<file path="src/rtl/wgt_fifo_rd_ctrl_if.sv">
// Control/status bundle between the weight FIFO read sequencer and its user.
// The slave side is the sequencer; the master side supplies config and hold.
interface wgt_fifo_rd_ctrl_if #(
   parameter int NUM_FIFO  = 16,
   parameter int LEN_WIDTH = 13
);
   logic                  start;
   logic [4:0]            num_wgt;
   logic [LEN_WIDTH-1:0]  rd_len;
   logic [LEN_WIDTH-1:0]  num_pass;
   logic                  hold;
   logic [NUM_FIFO-1:0]   rd_en;
   logic                  rd_clr;
   logic                  busy;
   logic                  done;
   logic [LEN_WIDTH-1:0]  pass_idx;

   modport slave (
      input  start, num_wgt, rd_len, num_pass, hold,
      output rd_en, rd_clr, busy, done, pass_idx
   );

   modport master (
      output start, num_wgt, rd_len, num_pass, hold,
      input  rd_en, rd_clr, busy, done, pass_idx
   );
endinterface

</file>
<file path="src/rtl/wgt_fifo_rd_ctrl.sv">
// Weight FIFO read sequencer: rewinds all lanes, then streams rd_len words per
// lane with a one-cycle-per-lane skew, replayed num_pass times.
module wgt_fifo_rd_ctrl #(
   parameter int NUM_FIFO          = 16,
   parameter int MAX_WGT_FIFO_SIZE = 4608,
   parameter int LEN_WIDTH         = 13
) (
   input  logic              clk,
   input  logic              rst,
   wgt_fifo_rd_ctrl_if.slave bus
);
   // one extra bit so rd_len+num_wgt-1 cannot wrap at the maximum config
   localparam int TW = LEN_WIDTH + 1;

   typedef enum logic [1:0] {S_IDLE, S_CLR, S_RUN, S_DONE} state_e;

   state_e               state_q;
   logic [4:0]           nw_q;
   logic [LEN_WIDTH-1:0] rl_q, np_q, pass_q;
   logic [TW-1:0]        t_q, t_d, run_len, t_last;
   logic                 rd_clr_q, busy_q, done_q;
   logic                 cfg_ok, last_pass, run_go;
   logic [NUM_FIFO-1:0]  rd_en;

   assign cfg_ok = (bus.num_wgt != '0)
                && (32'(bus.num_wgt) <= 32'(NUM_FIFO))
                && (bus.rd_len != '0)
                && (bus.rd_len <= LEN_WIDTH'(MAX_WGT_FIFO_SIZE))
                && (bus.num_pass != '0);

   assign run_len   = {1'b0, rl_q} + TW'(nw_q) - TW'(1);
   assign t_last    = run_len - TW'(1);
   assign t_d       = t_q + TW'(1);
   assign last_pass = ({1'b0, pass_q} + TW'(1)) >= {1'b0, np_q};
   assign run_go    = (state_q == S_RUN) && !bus.hold;

   // lane j is active for t in [j, j+rd_len-1]; a held cycle gates every lane
   for (genvar j = 0; j < NUM_FIFO; j++) begin : g_lane
      localparam logic [TW-1:0] J = TW'(j);
      assign rd_en[j] = run_go && (J < TW'(nw_q)) && (t_q >= J)
                     && ((t_q - J) < {1'b0, rl_q});
   end

   always_ff @(posedge clk) begin
      if (rst) begin
         state_q  <= S_IDLE;
         nw_q     <= '0;
         rl_q     <= '0;
         np_q     <= '0;
         pass_q   <= '0;
         t_q      <= '0;
         rd_clr_q <= 1'b0;
         busy_q   <= 1'b0;
         done_q   <= 1'b0;
      end else begin
         case (state_q)
            S_IDLE: begin
               if (bus.start && cfg_ok) begin
                  nw_q     <= bus.num_wgt;
                  rl_q     <= bus.rd_len;
                  np_q     <= bus.num_pass;
                  rd_clr_q <= 1'b1;
                  busy_q   <= 1'b1;
                  state_q  <= S_CLR;
               end
            end
            S_CLR: begin
               t_q      <= '0;
               rd_clr_q <= 1'b0;
               state_q  <= S_RUN;
            end
            S_RUN: begin
               if (!bus.hold) begin
                  if (t_q == t_last) begin
                     if (last_pass) begin
                        done_q  <= 1'b1;
                        state_q <= S_DONE;
                     end else begin
                        pass_q   <= pass_q + LEN_WIDTH'(1);
                        rd_clr_q <= 1'b1;
                        state_q  <= S_CLR;
                     end
                  end else begin
                     t_q <= t_d;
                  end
               end
            end
            S_DONE: begin
               done_q  <= 1'b0;
               busy_q  <= 1'b0;
               pass_q  <= '0;
               state_q <= S_IDLE;
            end
            default: state_q <= S_IDLE;
         endcase
      end
   end

   assign bus.rd_en    = rd_en;
   assign bus.rd_clr   = rd_clr_q;
   assign bus.busy     = busy_q;
   assign bus.done     = done_q;
   assign bus.pass_idx = pass_q;
endmodule

</file>
<file path="src/flat_wrapper.sv">
// flat-port wrapper written by rule: the top's interface ports become plain ports
module wgt_fifo_rd_ctrl_flat 
#(
   parameter int NUM_FIFO          = 16,
   parameter int MAX_WGT_FIFO_SIZE = 4608,
   parameter int LEN_WIDTH         = 13
)
  (clk, rst, bus_start, bus_num_wgt, bus_rd_len, bus_num_pass, bus_hold, bus_rd_en, bus_rd_clr, bus_busy, bus_done, bus_pass_idx);
  wgt_fifo_rd_ctrl_if #(.NUM_FIFO(NUM_FIFO), .LEN_WIDTH(LEN_WIDTH)) bus_i ();
  input  logic clk;
  input  logic rst;
  input wire logic [$bits(bus_i.start)-1:0] bus_start;
  input wire logic [$bits(bus_i.num_wgt)-1:0] bus_num_wgt;
  input wire logic [$bits(bus_i.rd_len)-1:0] bus_rd_len;
  input wire logic [$bits(bus_i.num_pass)-1:0] bus_num_pass;
  input wire logic [$bits(bus_i.hold)-1:0] bus_hold;
  output wire logic [$bits(bus_i.rd_en)-1:0] bus_rd_en;
  output wire logic [$bits(bus_i.rd_clr)-1:0] bus_rd_clr;
  output wire logic [$bits(bus_i.busy)-1:0] bus_busy;
  output wire logic [$bits(bus_i.done)-1:0] bus_done;
  output wire logic [$bits(bus_i.pass_idx)-1:0] bus_pass_idx;
  assign bus_i.start = bus_start;
  assign bus_i.num_wgt = bus_num_wgt;
  assign bus_i.rd_len = bus_rd_len;
  assign bus_i.num_pass = bus_num_pass;
  assign bus_i.hold = bus_hold;
  assign bus_rd_en = bus_i.rd_en;
  assign bus_rd_clr = bus_i.rd_clr;
  assign bus_busy = bus_i.busy;
  assign bus_done = bus_i.done;
  assign bus_pass_idx = bus_i.pass_idx;
  wgt_fifo_rd_ctrl #(.NUM_FIFO(NUM_FIFO), .MAX_WGT_FIFO_SIZE(MAX_WGT_FIFO_SIZE), .LEN_WIDTH(LEN_WIDTH)) u_core (.clk(clk), .rst(rst), .bus(bus_i));
endmodule
</file>
<file path="config.mk">
export PLATFORM = sky130hd
export DESIGN_NAME = wgt_fifo_rd_ctrl_flat
export DESIGN_NICKNAME = d
export VERILOG_FILES = /design/src/rtl/wgt_fifo_rd_ctrl_if.sv /design/src/rtl/wgt_fifo_rd_ctrl.sv /design/src/flat_wrapper.sv
export SDC_FILE = /design/constraint.sdc
export NUM_CORES = 1
export LEC_CHECK = 0
export ABC_AREA = 1
export CORE_MARGIN = 1.5
export CORE_UTILIZATION = 49
export CTS_CLUSTER_DIAMETER = 40
export CTS_CLUSTER_SIZE = 40
export DETAILED_ROUTE_END_ITERATION = 10
export PLACE_DENSITY_LB_ADDON = 0.1
export SLEW_MARGIN = 25
export SYNTH_ARGS = -nofsm -noshare
export SYNTH_HDL_FRONTEND = slang
export SYNTH_SLANG_ARGS = --single-unit
</file>
<file path="constraint.sdc">
create_clock -name clk -period 5.5 [get_ports clk]
set_input_delay 1.65 -clock clk [delete_from_list [all_inputs] [get_ports clk]]
set_output_delay 1.65 -clock clk [all_outputs]
set_load 0.005 [all_outputs]
</file>
==> results of run 1 <==
state kept, by name, summed over array words and instances (netlist names):
signal               flops
u_core.t_q              14
u_core.bus.pass_idx     13
u_core.np_q             13
u_core.rl_q             13
u_core.nw_q              5
u_core.state_q           2
u_core.bus.busy          1
u_core.bus.done          1
u_core.bus.rd_clr        1
cells by family (layout without fill, tap and decap cells):
group | Yosys count | after routing | share of synthesized area
flops | 63 | 63 | 0.113
buf+inv | 265 | 371 | 0.0937
xor+xnor | 147 | 147 | 0.116
simple gates | 694 | 694 | 0.269
fa+ha+maj | 222 | 222 | 0.250
compound gates | 311 | 311 | 0.159
final cells by class:
type / count / area [um2]
repair buffers: 136 / 1200
fillers: 2295 / 9640
well taps: 285 / 357
flip-flops and latches: 63 / 1260
clock inverters: 3 / 17.5
clock buffers: 13 / 260
inverters: 219 / 825
multi-input cells: 1374 / 8930
metal layers:
metal  up-vias  global-route usage  share of wire  wire length, um
li1       5907                   -              -                -
met1      5499               0.439           0.42            17200
met2       497               0.575           0.44            18300
met3       147              0.0344          0.067             2770
met4         0               0.218          0.073             3020
met5         -                   0              0                0
metrics by stage:
| step | cells | worst slack, ns | util |
|---|---|---|---|
| 2_1_floorplan | 1702 | 0.533 | - |
| 3_3_place_gp | 2077 | 0.103 | 0.555 |
| 3_5_place_dp | 2077 | 0.0747 | 0.555 |
| 4_1_cts | 2093 | 0.00292 | 0.567 |
| 5_1_grt | 2093 | 0.00293 | 0.571 |
| 6_report | 2093 | 0.157 | 0.571 |
worst paths after layout:
check / start / end / slack (ns) / cells past startpoint
worst min register to register: u_core.np_q[9] / u_core.np_q[9] / 0.47 / 2
worst max-delay path: u_core.t_q[2] / bus_rd_en[7] / 0.16 / 17
worst min-delay path: u_core.np_q[9] / u_core.np_q[9] / 0.47 / 2
worst max register to register: u_core.bus.pass_idx[0] / u_core.bus.pass_idx[6] / 1.81 / 22
worst reg2reg max path: stages (launching register included):
cell and delay [ns]:
dfxtp_1 0.48, ha_1 0.22, nand2_1 0.07, nor2_1 0.20, nand4_1 0.14, nor2_1 0.19
nand2_1 0.11, nor2_1 0.17, nand2_1 0.09, xor2_1 0.20, inv_1 0.08, ha_1 0.29
inv_1 0.08, o21bai_1 0.08, a21oi_1 0.15, nand2_1 0.10, inv_1 0.08, nand3_1 0.11
a21oi_2 0.22, nand3_4 0.27, nand2_1 0.14, nand2_1 0.05, nor2_1 0.10
cell usage after synthesis (13+ instances only):
library cell | number | area [um2]
nor2_1 | 165 | 619
nand2_1 | 358 | 1340
nor3_1 | 19 | 95.1
nand4_1 | 46 | 288
xor2_1 | 134 | 1170
buf_2 | 15 | 75.1
inv_2 | 20 | 75.1
o21ai_1 | 26 | 130
ha_1 | 221 | 2770
dfxtp_1 | 63 | 1260
a21oi_1 | 163 | 816
xnor2_1 | 13 | 114
inv_1 | 197 | 739
clkbuf_1 | 21 | 78.8
nand3_1 | 75 | 375
o21ai_0 | 59 | 295
what timing repair did:
item / in CTS / in global routing
pin swaps: 0 / 1
hold buffers: 0 / 0
resized for setup: 1 / 27
endpoints found under the setup margin: 2 / 12
power by group:
| part | internal [mW] | switching (mW) |
|---|---|---|
| Sequential | 0.548 | 0.0958 |
| Combinational | 0.939 | 1.46 |
| Clock | 0.328 | 0.202 |
==> impl_metrics.csv, run 1 <==
group,metric,value,unit
placement,place_area,0.0125,mm2
final_layout,layout_commonest_cell,"nand2_1",
grt,antenna_found_initial,0,
die,die_area,0.0237,mm2
final_layout,diodes,0,
die,start_util,0.495,
critical_path,crit_type,"reg -> out",
timing,max_freq,187,MHz
status,status,"finished with violations",
grt,grt_use_total,0.349,
yosys,synth_cell_types,50,
routing,drc,2,
critical_path,crit_path_end_kind,"primary output",
critical_path,crit_buf_inv,4,
yosys,synth_seq_cells,63,
timing,fin_crit_sh,0.971,
clocking,cts_setup_buffers,0,
critical_path,worstPathRequired,3.85,ns
clocking,cts_root_buf,"clkbuf_16",
routing,drt-total-wl,41.3,mm
timing,hold-worst-slack,0.466,ns
critical_path,worst_setup_path_start_kind,"flop",
yosys,syn_area_per_cell,6.55,um2
die,core_area,0.0225,mm2
clocking,cts_buffers,9,
timing,setup_tns,0,ns
final_layout,fin_area,0.0129,mm2
hold_path,hold_class,"reg -> reg",
yosys,ys_seq_area_frac,0.113,
final_layout,syn_to_final_growth,15.4,%
timing,hold_viol_final,0,
clocking,cts_num_sinks,63,
grt,grt_max_degree,48,
critical_path,crit_slowest_cell,"clkdlybuf4s50_1",
pwr,leakage,6.31,nW
timing,period_needed,5.34,ns
routing,wl_per_cell,19.7,um
die,fp.dieW,154,um
pwr,p_total,3.57,mW
pwr,power.density,278,mW/mm2
placement,dp_hpwl,32.7,mm
timing,clock_skew,0.00632,ns
die,fp.dieH,154,um
final_layout,mostFrequentLayoutCells,"nand2_1, ha_1, inv_1, nor2_1, a21oi_1",
yosys,syn-num-nets,1959,
timing,tightest_slew,1.19,ns
final_layout,fin_nets,2060,
yosys,synth_top_flop_cell,"dfxtp_1",
yosys,postSynthCellCount,1702,
critical_path,slowest_delay,0.52,ns
clocking,path_clk_slew,0.06,ns
clocking,cts_max_level,3,
final_layout,drive_gt1_frac,0.0863,
yosys,synth_edf_count,0,
pwr,peakVddDrop,0.226,mV
status,violations,"design-rule violations",
routing,drt_iter0_drc,857,
placement,gp_congestion,1.10,
yosys,async_flop_share,0,
critical_path,cp_common_cell,"nand2_1",
run,maxCapViolCount,0,
grt,overflow,0,
critical_path,crit_family,"buffers and inverters",
critical_path,critPathArrivalTime,3.69,ns
die,num_rows,55,
grt,grt_pass1_vias,11400,
yosys,synthesis.area,0.0111,mm2
die,top_level_ports,67,
routing,via_count,12100,
placement,io_buffers,66,
timing,slew_headroom,0.204,
routing,firstDrtPassIters,8,
routing,viasPerCell,5.76,
grt,grt_first_pass_wirelength,63.6,mm
timing,setup_viol_count_final,0,
critical_path,crit_path_max_fanout,11,
timing,rsz0062_at_grt,"no",
clocking,clk_latency,0.33,ns
clocking,cts_tree,"yes",
clocking,cts_buffer_depth,2,
yosys,yosysWarnings,0,
routing,antenna_left,0,
timing,report.final.slew_viol_count,0,
critical_path,path_cells,"buf_12 -> ha_2 -> nand2_1 -> inv_1 -> nand2_1 -> nand2_1 -> xor2_1 -> inv_1 -> ha_1 -> a21oi_1 -> o221ai_2 -> a21oi_2 -> o21ai_0 -> nand3_1 -> nand2_1 -> a21oi_1 -> clkdlybuf4s50_1",
(Power assumes the default switching activity.)
==> inputs of run 2 (changes only) <==
- CORE_ASPECT_RATIO: not set -> 0.9
- CORE_MARGIN: 1.5 -> not set
- PLACE_DENSITY: not set -> 0.71
- PLACE_DENSITY_LB_ADDON: 0.1 -> not set
==> run 2 against run 1 <==
  * The run now ends clean
  * Sequential cell count did not move
  * Cell area increased by 0.70%
  * Power rose by 3.4%
  * Setup slack lost 0.082 ns
  * Sequential share of layout area decreased by 0.088 points
  * Non-clock buffer count grew 7
  * Combinational power grew 5%
  * First-iteration DRC count is 40% higher
  * Global-route usage decreased by 0.53 points
  * Clock-buffer cell count fell by 1
  * Clock skew increased by 0.0025 ns
  * Via count fell by 0.66%
  * Critical path type unchanged
  * Highest routed layer is now met5
==> impl_metrics.csv, run 2 (same netlist as run 1, synthesis figures left out) <==
group,metric,value,unit
status,status,"complete, no violations",
hold_path,hold_class,"reg -> reg",
pwr,power.density,285,mW/mm2
die,start_util,0.508,
hold_path,hold_path_depth,2,
critical_path,rr_worst_depth,21,
critical_path,worstPathRequired,3.85,ns
die,num_rows,51,
critical_path,r2r_slack,1.78,ns
timing,clock_skew,0.00882,ns
timing,setup_viol_count_final,0,
final_layout,fin_util,0.590,
pwr,p_seq_frac,0.174,
timing,fin_crit_sh,0.986,
final_layout,largest_register_ff_count,14,
pwr,clockPowerShare,0.145,
grt,overflow,0,
run,maxCapViolCount,0,
critical_path,crit_type,"reg -> out",
final_layout,fillers,2211,
die,core_area,0.0220,mm2
final_layout,top_register,"u_core.t_q",
clocking,clk_latency,0.33,ns
placement,io_buffers,66,
routing,drt-total-wl,40.5,mm
pwr,p_sw,1.83,mW
hold_path,holdPathEnd,"u_core.np_q[6]",
final_layout,fin_nets,2067,
clocking,path_clk_slew,0.05,ns
routing,drc,0,
timing,tightest_slew,0.954,ns
routing,antenna_left,0,
final_layout,seq_area,0.00126,mm2
critical_path,critPathArrivalTime,3.77,ns
routing,wl_per_cell,19.2,um
grt,grt_use_total,0.344,
final_layout,diodes,0,
final_layout,syn_to_final_growth,16.2,%
pwr,power.internal,1.86,mW
hold_path,hp-start,"u_core.np_q[6]",
clocking,cts_root_buf,"clkbuf_16",
clocking,cts_tree,"yes",
die,die_area,0.0234,mm2
timing,report.final.slew_viol_count,0,
routing,firstDrtPassIters,6,
clocking,cts_buffers,9,
routing,via_count,12000,
timing,period_needed,5.42,ns
routing,drt_iter0_drc,1198,
critical_path,crit_path_end_kind,"primary output",
clocking,cts_num_sinks,63,
critical_path,reg2reg_to,"u_core.bus.pass_idx[9]",
placement,gp_congestion,1.07,
clocking,hold_buffers,0,
final_layout,multi_input_area,0.00896,mm2
timing,slew_headroom,0.363,
timing,max_freq,184,MHz
pwr,peakVddDrop,0.267,mV
die,fp.dieH,145,um
pwr,leakage,6.34,nW
grt,antenna_found_initial,1,
critical_path,worst_setup_path_start_kind,"flop",
pwr,share_comb_of_total_power,0.682,
grt,grt_max_degree,31,
grt,grt_pass1_vias,10900,
die,top_level_ports,67,
critical_path,crit_path_max_fanout,8,
timing,setup_tns,0,ns
pwr,swShare,0.497,
clocking,cts_max_level,3,
final_layout,mostFrequentLayoutCells,"nand2_1, ha_1, inv_1, nor2_1, a21oi_1",
clocking,cts_buffer_depth,2,
timing,hold_viol_final,0,
grt,grt_first_pass_wirelength,62.0,mm
timing,rsz0062_at_grt,"yes",
critical_path,worstReg2RegStart,"u_core.bus.pass_idx[0]",
die,fp.dieW,161,um
final_layout,layout_commonest_cell,"nand2_1",
final_layout,drive_gt1_frac,0.0959,
routing,viasPerCell,5.69,
placement,dp_hpwl,32.7,mm
[run 2: layout make-up]
class,instances,area share
clock buffers,12,0.0206
clock inverters,3,0.00135
inverters,219,0.0637
multi-input cells,1374,0.692
flip-flops and latches,63,0.0974
well taps,291,0.0281
repair buffers,143,0.0967
[run 2: worst max path at each step]
| stage | start | end | slack, ns | depth (start not counted) |
|---|---|---|---|---|
| detailed placement | bus_hold | bus_rd_en[9] | 0.06 | 11 |
| global route | u_core.t_q[4] | bus_rd_en[1] | -0.12 | 19 |
| CTS | u_core.t_q[1] | bus_rd_en[7] | 0.01 | 17 |
| global placement | bus_hold | bus_rd_en[9] | 0.04 | 11 |
| floorplan | u_core.t_q[4] | bus_rd_en[1] | 0.53 | 19 |
| finish | u_core.t_q[4] | bus_rd_en[1] | 0.08 | 18 |
[run 2: per-stage QoR]
stage	instances	area, um2	hold WS [ns]	worst slack [ns]	power (mW)
after floorplan	1702	11100	0.436	0.533	2.29
after global placement	2088	12500	0.452	0.0362	3.01
after detailed placement	2088	12500	0.454	0.0584	3.06
after CTS	2103	12800	0.462	0.0113	3.62
after global routing	2105	12900	0.487	-0.116	4.05
final	2105	12900	0.460	0.0753	3.69
[run 2: what timing repair did]
action	CTS	global route
setup endpoints to repair	4	14
resized for setup	7	40
setup buffers	0	2
pin swaps	0	4
[run 2: critical path, cell delays in order, from the launching register on]
cell and delay, ns:
dfxtp_1 0.31, inv_1 0.08, buf_4 0.17, ha_2 0.24
inv_1 0.11, a21oi_1 0.17, inv_1 0.10, a21oi_2 0.27
nand2_1 0.15, xor2_1 0.17, ha_1 0.30, a21oi_1 0.17
nor2_1 0.06, a211oi_1 0.21, o21ai_2 0.15, nand3_1 0.09
nand2_1 0.05, a21oi_1 0.13, clkdlybuf4s50_1 0.52
[run 2: power groups by stage]
stage	combinational (mW)	clock [mW]	sequential, mW
5_1_grt	2.83	0.567	0.655
4_1_cts	2.44	0.540	0.638
3_5_place_dp	2.41	0	0.646
2_1_floorplan	1.66	0	0.632
6_report	2.52	0.534	0.641
3_3_place_gp	2.36	0	0.645
[run 2: routing by layer]
layer,track usage,share of wire
met5,0,0.00032
met4,0.0571,0.015
met3,0.109,0.12
met2,0.493,0.40
met1,0.501,0.46
==> inputs of run 3 (changes only) <==
--- a/config.mk
+++ b/config.mk
@@ -9,7 +9,6 @@
 export CORE_ASPECT_RATIO = 0.9
-export CORE_UTILIZATION = 49
-export CTS_CLUSTER_DIAMETER = 40
+export CORE_UTILIZATION = 50
 export CTS_CLUSTER_SIZE = 40
 export DETAILED_ROUTE_END_ITERATION = 10
-export PLACE_DENSITY = 0.71
+export PLACE_DENSITY = 0.72
 export SLEW_MARGIN = 25
--- a/constraint.sdc
+++ b/constraint.sdc
@@ -3,2 +3,2 @@
 set_output_delay 1.65 -clock clk [all_outputs]
-set_load 0.005 [all_outputs]
+set_load 0.1 [all_outputs]
==> run 3 against run 2 <==
  * Register-to-register slack about the same
  * Combinational power up 13%
  * Clock-buffer cell count up 1
  * First-iteration DRC count increased by 29%
  * Global-route usage fell by 0.45 points
  * Power grew 10%
  * Core utilization is 0.14 points lower
  * Routed wire length decreased by 3.0%
  * Largest cell class unchanged
  * Largest power group unchanged
==> impl_metrics.csv, run 3 (same netlist as run 1, synthesis figures left out) <==
group,metric,value,unit
status,status,"complete, no violations",
final_layout,multi_input_area,0.00891,mm2
grt,grt_max_degree,63,
placement,gp_congestion,1.07,
timing,period_needed,5.39,ns
clocking,cts_buffers,9,
critical_path,worst_setup_path_start_kind,"flop",
final_layout,seq_area,0.00126,mm2
hold_path,hold_path_depth,2,
timing,fin_ws,0.106,ns
clocking,path_clk_slew,0.06,ns
grt,grt_first_pass_wirelength,60.1,mm
die,top_level_ports,67,
hold_path,hold_class,"reg -> reg",
critical_path,worstPathRequired,3.85,ns
routing,drt-total-wl,39.3,mm
timing,clock_skew,0.0123,ns
routing,drc,0,
critical_path,crit_path_max_fanout,10,
die,die_area,0.0229,mm2
critical_path,r2r_slack,1.79,ns
timing,rsz0062_at_grt,"yes",
critical_path,crit_type,"reg -> out",
grt,grt_pass1_vias,10900,
hold_path,hp-start,"u_core.np_q[9]",
final_layout,diodes,0,
critical_path,worstReg2RegStart,"u_core.bus.pass_idx[0]",
clocking,cts_num_sinks,63,
clocking,cts_tree,"yes",
placement,dpl_worst_slack,0.333,ns
final_layout,fillers,2095,
die,fp.dieW,159,um
critical_path,path_cells,"clkinvlp_4 -> ha_1 -> nand2_1 -> nand2_1 -> a21oi_1 -> inv_1 -> nor2_2 -> nand3_1 -> nand2_1 -> ha_1 -> nand2_1 -> nor2_1 -> a211oi_1 -> o21ai_0 -> nand3_1 -> nand2_1 -> a21oi_2 -> buf_12",
die,fp.dieH,144,um
final_layout,syn_to_final_growth,14.9,%
timing,setup_tns,0,ns
grt,overflow,0,
die,num_rows,51,
pwr,power.density,318,mW/mm2
die,start_util,0.512,
placement,io_buffers,66,
timing,tightest_slew,1.01,ns
critical_path,cp_common_cell,"nand2_1",
timing,report.final.slew_viol_count,0,
clocking,cts_max_level,3,
pwr,leakage,6.24,nW
pwr,peakVddDrop,0.365,mV
routing,via_count,12200,
final_layout,mostFrequentLayoutCells,"nand2_1, ha_1, inv_1, nor2_1, a21oi_1",
routing,drt_iter0_drc,1540,
critical_path,crit_slowest_cell,"dfxtp_1",
grt,antenna_found_initial,0,
clocking,cts_buffer_depth,2,
clocking,cts_root_buf,"clkbuf_16",
timing,setup_viol_count_final,0,
timing,hold_viol_final,0,
clocking,clk_latency,0.34,ns
final_layout,fin_nets,2032,
critical_path,critPathArrivalTime,3.74,ns
run,maxCapViolCount,0,
routing,wl_per_cell,19.0,um
routing,antenna_left,0,
timing,fin_crit_sh,0.981,
routing,firstDrtPassIters,8,
hold_path,holdPathEnd,"u_core.np_q[9]",
critical_path,slowest_delay,0.37,ns
timing,slew_headroom,0.325,
final_layout,top_register,"u_core.t_q",
final_layout,drive_gt1_frac,0.0820,
placement,dp_hpwl,31.0,mm
critical_path,crit_path_end_kind,"primary output",
final_layout,layout_commonest_cell,"nand2_1",
critical_path,reg2reg_to,"u_core.bus.pass_idx[12]",
timing,max_freq,185,MHz
grt,grt_use_total,0.339,
critical_path,rr_worst_depth,21,
routing,viasPerCell,5.88,
die,core_area,0.0218,mm2
final_layout,largest_register_ff_count,14,
[run 3: worst max-delay path: cells and delay by family, from the launching register on]
family	cells	cell delay, ns
simple gates	9	1.00
compound gates	4	0.83
buf+inv	3	0.61
fa+ha+maj	2	0.57
flops	1	0.37
[run 3: power by group]
part	total [mW]	internal, mW	switching [mW]
logic	2.84	0.921	1.91
registers	0.642	0.547	0.0948
clock network	0.595	0.386	0.209
[run 3: worst max-delay path by stage]
stage	startpoint	end	slack, ns
after floorplan	u_core.t_q[4]	bus_rd_en[1]	-0.24
after global placement	bus_hold	bus_rd_en[9]	0.32
after detailed placement	bus_hold	bus_rd_en[9]	0.33
after CTS	u_core.t_q[1]	bus_rd_en[1]	0.11
after global routing	u_core.t_q[3]	bus_rd_en[1]	-0.02
final	u_core.t_q[2]	bus_rd_en[3]	0.11
[run 3: cell type report]
cell class	count	share of cell area
repair buffers	108	0.0877
well taps	291	0.0284
multi-input cells	1374	0.696
inverters	219	0.0650
flip-flops and latches	63	0.0985
clock buffers	13	0.0211
clock inverters	3	0.00313
[run 3: what timing repair did]
action / in CTS / in global routing
buffers inserted: 0 / 6
hold buffers: 0 / 0
setup endpoints to repair: 0 / 9
gates resized for setup: 0 / 14
[run 3: metrics by stage]
stage	cells	power (mW)	hold WS [ns]	utilization	cell area, um2
after detailed placement	2049	3.39	0.452	0.571	12400
after floorplan	1702	2.70	0.436	-	11200
after global routing	2071	4.41	0.479	0.588	12800
after global placement	2049	3.33	0.445	0.571	12400
after CTS	2065	4.00	0.463	0.585	12700
final	2071	4.07	0.463	0.588	12800
[run 3: routing by layer]
layer | routed length (um) | global-route usage
met2 | 15800 | 0.498
met3 | 5570 | 0.121
met5 | 0 | 0
met1 | 17100 | 0.467
met4 | 807 | 0.0860
==> edit 1 (settings of run 1) <==
The 4 states of `state_e` get a Gray code encoding in 2 bits.
--- a/src/rtl/wgt_fifo_rd_ctrl.sv
+++ b/src/rtl/wgt_fifo_rd_ctrl.sv
@@ -14,3 +14,3 @@
 
-   typedef enum logic [1:0] {S_IDLE, S_CLR, S_RUN, S_DONE} state_e;
+   typedef enum logic [1:0] {S_IDLE = 2'b00, S_CLR = 2'b01, S_RUN = 2'b11, S_DONE = 2'b10} state_e;
 
Behaviour: same outputs for any inputs over 4 cycles, from zero or initial values and one cycle with rst high; so few cycles prove little.
==> edit 1 against run 1 <==
  * Wire length is 2.5% higher
  * Sequential cell count stayed put
  * Count of clock-buffer cells in the layout is 1 lower
  * Setup slack worse by 0.076 ns
  * Final area is 0.54% higher
  * Synthesized area is 0.51% lower
  * Die area is 0.50% lower
  * Non-clock buffer count is 26 higher
  * Critical endpoint is now bus_rd_en[3]
  * Largest cell class unchanged
  * Highest routed layer unchanged
Power is not compared: it rests on default switching activity, and its combinational part moved more than twofold at a synthesized area within 25%.
==> edit 1: results (changes against run 1) <==
outcome: "finished, final reports clean"  # was complete, but fails checks
ys_types: 47  # was 50
synth-compound-area-share: 0.163  # was 0.159
p_leak_nw: 6.28
vdd_drop_max_v: 0.000176
fillCellCount: 2206  # was 2295
place_inst: 2067  # was 2077
holdPathStages: 2  # unchanged
clockRootBuffer: "clkbuf_16"  # unchanged
reg2reg_from: "u_core.nw_q[1]"  # was u_core.bus.pass_idx[0]
yosys.area_share.adder: 0.251  # was 0.250
placed_cell_area_um2: 12500  # about the same
grt_usage: 0.361  # was 0.349
yosys_warnings: 0  # unchanged
wl_met1_mm: 18.0  # was 17.2 mm
drtIter0Drc: 1017  # was 857
drive_gt1_frac: 0.0945  # was 0.0863
ys_top_cells_by_count: "332 x nand2_1, 221 x ha_1, 203 x inv_1"  # was 358 x nand2_1, 221 x ha_1, 197 x inv_1
wl_met2_mm: 19.0  # was 18.3 mm
clk_latency_ns: 0.34
vias: 12000  # was 12100
crit_path_max_fanout: 8  # was 11
grt_pass1_vias: 11400  # about the same
dp_slack_ns: 0.0106  # was 0.0747 ns
skew_ns: 0.00701  # was 0.00632 ns
hold_slack_ns: 0.451  # was 0.466 ns
r2r_cells: 18  # was 22
synthXorXnorAreaFrac: 0.116  # about the same
worst_pin_slew_ns: 0.904  # was 1.19 ns
hold_start: "u_core.np_q[0]"  # was u_core.np_q[9]
grt_pass1_wl_mm: 65.3  # was 63.6 mm
routabilityCongestion: 1.09  # was 1.10
ys.flop_type: "dfxtp_1"  # unchanged
synth_edf_count: 0  # unchanged
synth.area.top_cells: "ha_1 25%, dfxtp_1 11%, nand2_1 11%, xor2_1 11%, a21oi_1 7.0%"  # was ha_1 25%, nand2_1 12%, dfxtp_1 11%, xor2_1 11%, a21oi_1 7.3%
detail_route.first_pass.iterations: 6  # was 8
numPortBuffers: 66  # unchanged
regMostFlops: "u_core.t_q"  # unchanged
synth_fp_nets: 1941  # was 1959
met3_length_mm: 2.88  # was 2.77 mm
dp_hpwl_mm: 34.3  # was 32.7 mm
worst_hold_path.endpoint: "u_core.np_q[0]"  # was u_core.np_q[9]
vias_per_cell: 5.75  # was 5.76
hold_viol: 0  # unchanged
synthCells: 1684  # was 1702
routedWlPerCell_um: 20.2  # was 19.7 µm
ff2ff_setup_slack_ns: 1.98  # was 1.81 ns
cpPeakStageDelay_ns: 0.52  # about the same
largest_reg_flops: 14  # unchanged
switchingPower_uw: 726
cp.arrival_ns: 3.77  # was 3.69 ns
cts_made_buffers: 9  # unchanged
r2r-end: "u_core.t_q[3]"  # was u_core.bus.pass_idx[6]
grt_max_degree: 39  # was 48
cp_top_family: "buffers and inverters"  # unchanged
ys_seq_area_frac: 0.114  # was 0.113
edit 1: cell count changes after synthesis, sizes merged, moves of 8 or more:
cell | before | now
o221ai | 10 | 2
a211oi | 9 | 19
nand2 | 363 | 337
o221a | 6 | 16
a21oi | 165 | 156
inv | 218 | 207
a21o | 10 | 1
o21ai | 85 | 97
edit 1: metal layers:
metal,vias to the layer above,GRT usage
li1,5914,-
met1,5488,0.457
met2,489,0.602
met3,112,0.0422
met4,0,0.193
met5,-,0
edit 1: area by class of cell:
cell class	count	area (µm²)	share of cell area
multi-input cells	1356	8830	0.683
repair buffers	162	1390	0.107
flip-flops and latches	63	1260	0.0976
inverters	213	805	0.0622
well taps	280	350	0.0271
clock buffers	12	256	0.0198
clock inverters	3	42.5	0.00329
edit 1: logic make-up (layout without fill, tap and decap cells):
kind of cell / Yosys count / count (layout)
and+or+nand+nor: 675 / 675
adders and majority gates: 222 / 222
buffers and inverters: 265 / 390
AOI/OAI and AO/OA: 314 / 314
DFF: 63 / 63
xor gates and xnor gates: 145 / 145
edit 1: how the worst max path moves through the flow:
stage	slack, ns	cells after the start	to	start
2_1_floorplan	0.64	18	bus_rd_en[1]	u_core.t_q[4]
3_5_place_dp	0.01	9	bus_rd_en[8]	bus_hold
6_report	0.08	17	bus_rd_en[3]	u_core.t_q[1]
3_3_place_gp	0.009	9	bus_rd_en[8]	bus_hold
4_1_cts	-0.0008	9	bus_rd_en[8]	bus_hold
5_1_grt	-0.008	17	bus_rd_en[3]	u_core.t_q[1]
edit 1: what timing repair did:
action	CTS	global route
gates resized for setup	3	26
setup buffers	3	4
pin swaps	1	1
endpoints found under the setup margin	2	12
==> edit 2 (config.mk and constraints of run 1) <==
Without the edit above. `LEN_WIDTH` is set to 13 in 3 places; all go to 17.
--- a/src/rtl/wgt_fifo_rd_ctrl_if.sv
+++ b/src/rtl/wgt_fifo_rd_ctrl_if.sv
@@ -4,3 +4,3 @@
    parameter int NUM_FIFO  = 16,
-   parameter int LEN_WIDTH = 13
+   parameter int LEN_WIDTH = 17
 );
--- a/src/rtl/wgt_fifo_rd_ctrl.sv
+++ b/src/rtl/wgt_fifo_rd_ctrl.sv
@@ -5,3 +5,3 @@
    parameter int MAX_WGT_FIFO_SIZE = 4608,
-   parameter int LEN_WIDTH         = 13
+   parameter int LEN_WIDTH         = 17
 ) (
--- a/src/flat_wrapper.sv
+++ b/src/flat_wrapper.sv
@@ -5,3 +5,3 @@
    parameter int MAX_WGT_FIFO_SIZE = 4608,
-   parameter int LEN_WIDTH         = 13
+   parameter int LEN_WIDTH         = 17
 )
Ports: changed (resized bus_num_pass, bus_pass_idx and bus_rd_len); port bits go from 67 to 79. No check against the original RTL was run, so the function may have changed too.
==> edit 2 against run 1 <==
  * The run ends with negative setup slack left
  * Power decreased by 6.0%
  * Largest cell class unchanged
  * Sequential cell count up 16
  * Largest power group unchanged
  * Critical path depth up 4
  * Global-route usage increased by 4.6 points
  * Setup slack worse by 0.17 ns
  * Final area grew 43%
  * Wire length increased by 50%
  * Synthesized area up 32%
  * Highest routed layer is now met5
  * Final cell count up 39%
  * Hold slack got worse by 0.012 ns
  * Synthesized cell count up 33%
==> edit 2: results (changes against run 1) <==
ys_top_cells_by_count: "432 x nand2_1, 292 x ha_1, 262 x inv_1"  # was 358 x nand2_1, 221 x ha_1, 197 x inv_1
largest_reg_flops: 18  # was 14
grt_pass1_wl_mm: 92.3  # was 63.6 mm
drive_gt1_frac: 0.171  # was 0.0863
outcome: "complete, but fails checks"  # unchanged
slew_headroom: 0.280  # was 0.204
holdPathStages: 2  # unchanged
p_int_mw: 1.82  # about the same
vdd_drop_max_v: 0.000126  # was 0.000226 V
r2r-end: "u_core.t_q[3]"  # was u_core.bus.pass_idx[6]
grt_usage: 0.395  # was 0.349
ys_types: 53  # was 50
hold_path.class: "flip-flop to flip-flop"  # unchanged
synth_fp_nets: 2596  # was 1959
violations: "negative setup slack"  # was design-rule violations
ff2ff_setup_slack_ns: 1.39  # was 1.81 ns
worst_hold_path.endpoint: "u_core.bus.rd_clr"  # was u_core.np_q[9]
routedWlPerCell_um: 21.3  # was 19.7 µm
drtIter0Drc: 1660  # was 857
crit_path_max_fanout: 5  # was 11
dp_hpwl_mm: 50.2  # was 32.7 mm
synthCells: 2260  # was 1702
numPortBuffers: 78  # was 66
grt_max_degree: 48  # unchanged
htreeDepth: 3  # unchanged
fillCellCount: 2771  # was 2295
clk_pin_slew_ns: 0.07
drt_wl_total_mm: 62.1  # was 41.3 mm
nets: 2850  # was 2060
cpPeakStageDelay_ns: 0.50  # was 0.52 ns
r2r_cells: 23  # was 22
skew_ns: 0.00838  # was 0.00632 ns
antenna_found_initial: 2  # was 0
ys_seq_area_frac: 0.107  # was 0.113
p_leak_nw: 8.99  # was 6.31 nW
clk_latency_ns: 0.35  # was 0.33 ns
setup_viol_count_final: 1  # was 0
synth.area.top_cells: "ha_1 25%, xor2_1 12%, nand2_1 11%, dfxtp_1 11%, a21oi_1 7.6%"  # was ha_1 25%, nand2_1 12%, dfxtp_1 11%, xor2_1 11%, a21oi_1 7.3%
cp_slowest_cell: "clkdlybuf4s50_1"  # unchanged
dp_slack_ns: -0.0283  # was 0.0747 ns
cp.arrival_ns: 3.86  # was 3.69 ns
ys.flop_type: "dfxtp_1"  # unchanged
vias_per_cell: 5.74  # was 5.76
hold_start: "u_core.bus.rd_clr"  # was u_core.np_q[9]
grt_pass1_vias: 15400  # was 11400
antenna_cells: 0  # unchanged
clockRootBuffer: "clkbuf_16"  # unchanged
hold_viol: 0  # unchanged
reg2reg_from: "u_core.nw_q[1]"  # was u_core.bus.pass_idx[0]
routabilityCongestion: 0.996  # was 1.10
detail_route.first_pass.iterations: 6  # was 8
worst_slack_ns: -0.00918  # was 0.157 ns
==> edit 2: cell types whose count changed after synthesis, sizes merged, moves of 11 or more <==
cell	delta
nor2	+71
a21oi	+65
nand2	+80
nor3	+17
clkbuf	+11
inv	+59
nand3	+32
o211ai	+11
dfxtp	+16
buf	+15
ha	+71
xor2	+69
o21ai	+32
==> edit 2: power groups by stage <==
| stage | Clock (mW) | Sequential [mW] | Combinational, mW |
|---|---|---|---|
| global placement | 0 | 0.621 | 1.88 |
| CTS | 0.682 | 0.609 | 1.96 |
| detailed placement | 0 | 0.622 | 1.91 |
| floorplan | 0 | 0.611 | 1.22 |
| finish | 0.675 | 0.609 | 2.07 |
| global route | 0.708 | 0.610 | 2.28 |
==> edit 2: how the worst max path moves through the flow <==
| stage | start | endpoint | slack (ns) | depth (start not counted) |
|---|---|---|---|---|
| finish | u_core.t_q[4] | bus_rd_en[5] | -0.009 | 21 |
| global route | u_core.t_q[4] | bus_rd_en[5] | -0.16 | 21 |
| CTS | u_core.t_q[0] | bus_rd_en[9] | -0.08 | 19 |
| detailed placement | bus_hold | bus_rd_en[14] | -0.03 | 11 |
| global placement | bus_hold | bus_rd_en[14] | -0.08 | 11 |
| floorplan | u_core.t_q[4] | bus_rd_en[5] | 0.76 | 18 |
==> edit 2: stage by stage <==
step                      TNS [ns]  instance area, µm²  hold slack (ns)   util
after floorplan                  0               14800            0.433      -
final                     -0.00918               18400            0.454  0.621
after detailed placement   -0.0736               17400            0.440  0.587
after CTS                  -0.0836               18000            0.450  0.608
after global routing        -0.353               18400            0.469  0.621
after global placement      -0.135               17400            0.442  0.587
==> edit 2: logic make-up after synthesis <==
group / Yosys count / share of synthesized area
simple gates: 902 / 0.263
compound gates: 414 / 0.155
buf+inv: 352 / 0.0949
fa+ha+maj: 293 / 0.249
xor+xnor: 219 / 0.130
flops: 79 / 0.107
mux: 1 / 0.000763
==> edit 2: repair_timing <==
item	4_1_cts	5_1_grt
resized for setup	80	105
endpoints found under the setup margin	15	15
setup buffers	10	6
hold buffers	0	0
pin swaps	9	18
==> edit 2: area by class of cell <==
type | count | share of cell area
clock inverter | 4 | 0.00422
multi-input combinational | 1829 | 0.667
timing repair buffer | 315 | 0.144
sequential | 79 | 0.0865
clock buffer | 11 | 0.0137
tap | 390 | 0.0265
inverter | 280 | 0.0578
==> edit 2: routing by layer <==
metal / track usage / part of all wire
met3: 0.106 / 0.11
met2: 0.587 / 0.41
met1: 0.565 / 0.46
met5: 0 / 0.00016
met4: 0.0876 / 0.022
==> edit 2: worst max-delay path: cells and delay by family (launching register included) <==
family                     cells  cell delay, ns
AOI/OAI and AO/OA              4            0.55
adders and majority gates      2            0.50
buffers and inverters          7            1.30
DFF                            1            0.35
and+or+nand+nor                8            0.82
